<file path="config.mk">
export PLATFORM = sky130hd
export DESIGN_NAME = iter
export DESIGN_NICKNAME = d
export VERILOG_FILES = /design/src/rtl/iter.sv
export SDC_FILE = /design/constraint.sdc
export NUM_CORES = 1
export LEC_CHECK = 0
export BUFFER_PORTS_ARGS = -buffer_cell sky130_fd_sc_hd__buf_4
export CAP_MARGIN = 20
export CORE_AREA = 10 10 47 49
export DETAILED_ROUTE_END_ITERATION = 10
export DIE_AREA = 0 0 57 59
export GPL_ROUTABILITY_DRIVEN = 0
export MAX_ROUTING_LAYER = met4
export PLACE_DENSITY_LB_ADDON = 0.12
export SLEW_MARGIN = 40
export SYNTH_ARGS = -nofsm -noshare
export SYNTH_HDL_FRONTEND = slang
export SYNTH_SLANG_ARGS = --single-unit
export TNS_END_PERCENT = 5
</file>
<file path="constraint.sdc">
create_clock -name clk -period 0.9 [get_ports clk]
set_input_delay 0.045 -clock clk [delete_from_list [all_inputs] [get_ports clk]]
set_output_delay 0.045 -clock clk [all_outputs]
set_load 0.01 [all_outputs]
</file>
<file path="src/rtl/iter.sv">
// iter -- synchronous wrap-around iterator.
//
// Holds an index in 0..MAX_VALUE and advances it by one on every rising clock
// edge where next is high, wrapping from MAX_VALUE back to 0 with no extra
// cycle. done is high exactly while the index equals MAX_VALUE.
//
// Ports:
//   clk    in   1      single clock, all updates on the rising edge
//   reset  in   1      asynchronous, active-low reset (0 = reset asserted)
//   next   in   1      advance request, sampled on the rising edge
//   val    out  WIDTH  current index, registered
//   done   out  1      high while val == MAX_VALUE, registered
module iter #(
  parameter int MAX_VALUE = 10,
  parameter int WIDTH     = $clog2(MAX_VALUE + 1)
) (
  input  logic             clk,
  input  logic             reset,
  input  logic             next,
  output logic [WIDTH-1:0] val,
  output logic             done
);

  if (MAX_VALUE < 1) begin : g_param_check
    $fatal(1, "iter: MAX_VALUE must be >= 1");
  end

  localparam logic [WIDTH-1:0] MaxV = WIDTH'(MAX_VALUE);

  logic [WIDTH-1:0] val_q;
  logic [WIDTH-1:0] val_d;
  logic             done_q;

  // Compare before incrementing so the index can never pass MAX_VALUE, even
  // when MAX_VALUE + 1 is a power of two.
  always_comb begin
    val_d = val_q;
    if (next) begin
      if (val_q == MaxV) val_d = '0;
      else               val_d = val_q + WIDTH'(1);
    end
  end

  // done is registered from the next index in the same block as val, so the
  // two outputs always change together.
  always_ff @(posedge clk or negedge reset) begin
    if (!reset) begin
      val_q  <= '0;
      done_q <= 1'b0;
    end else begin
      val_q  <= val_d;
      done_q <= (val_d == MaxV);
    end
  end

  assign val  = val_q;
  assign done = done_q;

`ifdef FORMAL
  always_comb begin
    assert (val_q <= MaxV);
    assert (done_q == (val_q == MaxV));
  end
`endif

endmodule

</file>
# Word level (Yosys, flattened, before mapping)
# Index checks and enable logic that the tools add are counted.
# W data, S select, Z words.
# totals
output_inout_bits	5
input_bits	3
register_bits	5
word_cells	7
# classes
eq_ne	2
n_addsub	1
mux	2
# ops
cell	n
$eq A4 B4 Y1 const B	2
$mux W4	2
$add A4 B1 Y4 const B	1

# Depth between registers and ports, before layout
# logic_depth
word_depth	4
mapped_depth	3
mapped_depth_nobuf	3

# Worst setup path before layout
# Ideal clock, no wire load.
# synth_timing
path_kind	reg-to-reg
startpoint	register val_q[2] (netlist: val[2])
endpoint	register val_q[3] (netlist: val[3])
path_stages_with_launch	4
setup_ps	128
n_path_buf	0
synth_period_minus_slack_ps	1006
required_time_ps	772
t_arrival_ps	878
slack_ps	-106
path_cell_list	dfrtp_1 and2b_2 a31oi_1 o22ai_1
# synth_via
elab_chain_cells	3
elab_cells_between_ends	4
classes_between	1 x add/sub; 1 x eq/ne; 2 x mux
# synth_lines
element	line	source
start: declaration	30	logic [WIDTH-1:0] val_q;
start signal: assignment	51	val_q <= val_d;
$add A4 B1 Y4 / $eq A4 B4 Y1 (equally long branches)	40, 39	
$mux W4 (*)	39	if (val_q == MaxV) val_d = '0;
$mux W4 (*)	38	if (next) begin
named net val_d[3]	31	logic [WIDTH-1:0] val_d;
# Mark *: on every way through the listed nets, which the timed path passes. The rest lies on a longest branch.

# Worst setup path in the final report
# layout_timing
startpoint	register val_q[2] (netlist: val[2])
endpoint	output port val[2]
# layout_lines
element	line	source
end: declaration	20	output logic [WIDTH-1:0] val,
# No word-level cell between the ends.

==> results.ini <==
[setup_path]
critPathSlowestCell = dfrtp_2
cpPeakStageDelay_ns = 0.44
crit_path_start_kind = register
reg2regPathDepth = 3
crit_path_end_kind = output pin
path_class = reg -> out
r2r_start = val[2]$_DFF_PN0_
rrSetupSlack_ns = -0.06
r2r_end = val[3]$_DFF_PN0_
cp_cell_sequence = buf_6 -> buf_6
cp_common_cell = buf_6
worstPathRequired_ns = 0.85
cp_max_fo = 4
cp-startpoint = val[2]$_DFF_PN0_
endpoint = val[2]
arrival_ns = 0.92

[route]
drt-pass1-iter-count = 1
wl_per_cell_um = 11.6
routed_wl_um = 674
via_count = 235
vias_per_cell = 4.05
post-route-drc-count = 0
ant_nets = 0
drtIter0Drc = 0

[floorplanning]
die_w_um = 57
initial_utilization_pct = 16.8
core_area_um2 = 1400
die_y_um = 59
die_area_um2 = 3360
ioPinCount = 8
row_count = 14

[finish]
antenna_cells = 0
drive_above_1_share_pct = 52.4
layout_common_cells = 8 x buf_4, 5 x buf_6, 4 x inv_1
layout.cells.most_common = buf_4
fin_nets = 46
area_delta_synth_final_pct = 83.5

[power]
total_power_w = 0.00150
ir_drop_uv = 939
powerDensity_nw_per_um2 = 3480
p_leak_nw = 0.204

[logic_synthesis]
syn-num-nets = 26
synth_seq_area_share_pct = 53.2
synth.cell_area_um2 = 235
synth_cell_types = 13
syn_area_per_cell_um2 = 10.2
ys_seq_elements = 5
synthCells = 23
yosys_warnings = 0

[timing]
finalHoldViolations = 0
finalClockSkew_ns = 0.00167
fin_ws_ns = -0.0616
maxSlewViolCount = 0
period_minus_slack_ns = 0.962
slew-limit-headroom_pct = 89.1
post-route-period-util_pct = 107
worstMarginPinSlew_ns = 0.163
max_freq_mhz = 1040
finalSetupViolCount = 5
rsz0062_at_grt = true

[clock_network]
clk_root_buffer_cell = clkbuf_4
htree_levels = 1
numCtsBuffers = 3
cts.sinks = 5
cts_tree = yes
path_clk_slew_ns = 0.04
insertion_delay_ns = 0.24
clockBufferDepth = 2

[status]
violations = setup timing
outcome = finished, violations left

[grt]
grt_usage_pct = 4.59
grt_pass1_wl_um = 1060
grt-ovfl-total = 0
grt_pass1_vias = 236
grt_max_degree = 7
antenna_found_initial = 0

[run]
cap_violations = 0

[placed_design]
place_ws_ns = -0.0794
hpwl_um = 532
io_buffers = 7

[hold_path]
hold_path.startpoint = next
hp-class = in -> reg

## critical path: cells and delay by family (launching register included)
| family | cells | cell delay (ns) |
|---|---|---|
| flops | 1 | 0.44 |
| buf+inv | 2 | 0.24 |
## metal layers
layer | GRT usage, % | wire length, µm
met5 | - | 0
met4 | 5.03 | 16
met3 | 3.86 | 80
met2 | 5.43 | 287
met1 | 4.18 | 290
## logic make-up after synthesis
family	Yosys count	share of synthesized area [%]
AOI/OAI and AO/OA	8	22.9
and+or+nand+nor	5	13.8
DFF	5	53.2
buffers and inverters	4	6.38
xor gates and xnor gates	1	3.72
## Yosys cell counts
| cell type | instances | area, µm² |
|---|---|---|
| dfrtp_1 | 5 | 125 |
| inv_1 | 4 | 15.0 |
| o22ai_1 | 1 | 6.26 |
| a211oi_1 | 1 | 7.51 |
| a21boi_0 | 1 | 7.51 |
| a211o_1 | 1 | 8.76 |
| o21ai_0 | 2 | 10.0 |
| and2b_2 | 1 | 8.76 |
| a31oi_1 | 1 | 6.26 |
| xnor2_1 | 1 | 8.76 |
| nor2b_2 | 1 | 8.76 |
| nand3_1 | 3 | 15.0 |
| o21a_1 | 1 | 7.51 |
## metrics by stage
step | hold slack, ns | TNS, ns | cells | area (µm²) | utilization [%]
6_report | 0.114 | -0.219 | 58 | 432 | 30.8
3_3_place_gp | -0.148 | -0.143 | 51 | 352 | 25.1
2_1_floorplan | -0.251 | -0.151 | 23 | 241 | -
5_1_grt | 0.113 | -0.439 | 58 | 432 | 30.8
4_1_cts | 0.0217 | -0.345 | 57 | 419 | 29.9
3_5_place_dp | -0.147 | -0.165 | 51 | 352 | 25.1
## flip-flops by register name, summed over array words and instances, names as in the netlist
signal and flops:
val 4, done 1
## repair_timing
item	CTS	global route
endpoints found under the setup margin	7	8
hold buffers	1	1
buffers inserted	1	0
endpoints found under the hold margin	5	1
pin swaps	1	1
resized for setup	7	4
## report_power, final
group	internal, W	switching, W
Combinational	0.000487	0.000291
Sequential	0.000335	0.000128
Clock	0.000168	0.0000929
## area by class of cell
cell class	count	area, µm²
repair buffers	15	136
multi-input cells	14	105
well taps	16	20.0
fillers	159	970
flip-flops and latches	5	129
inverters	4	15.0
clock buffers	4	26.3
## worst min path at each step
stage          depth (start not counted)          endpoint  slack (ns)
6_report                               3  val[1]$_DFF_PN0_        0.11
5_1_grt                                3  val[1]$_DFF_PN0_        0.11
4_1_cts                                2  val[0]$_DFF_PN0_        0.02
3_5_place_dp                           1    done$_DFF_PN0_       -0.15
3_3_place_gp                           1    done$_DFF_PN0_       -0.15
2_1_floorplan                          0    done$_DFF_PN0_       -0.25
No activity file was read; power rests on OpenSTA's default activity.
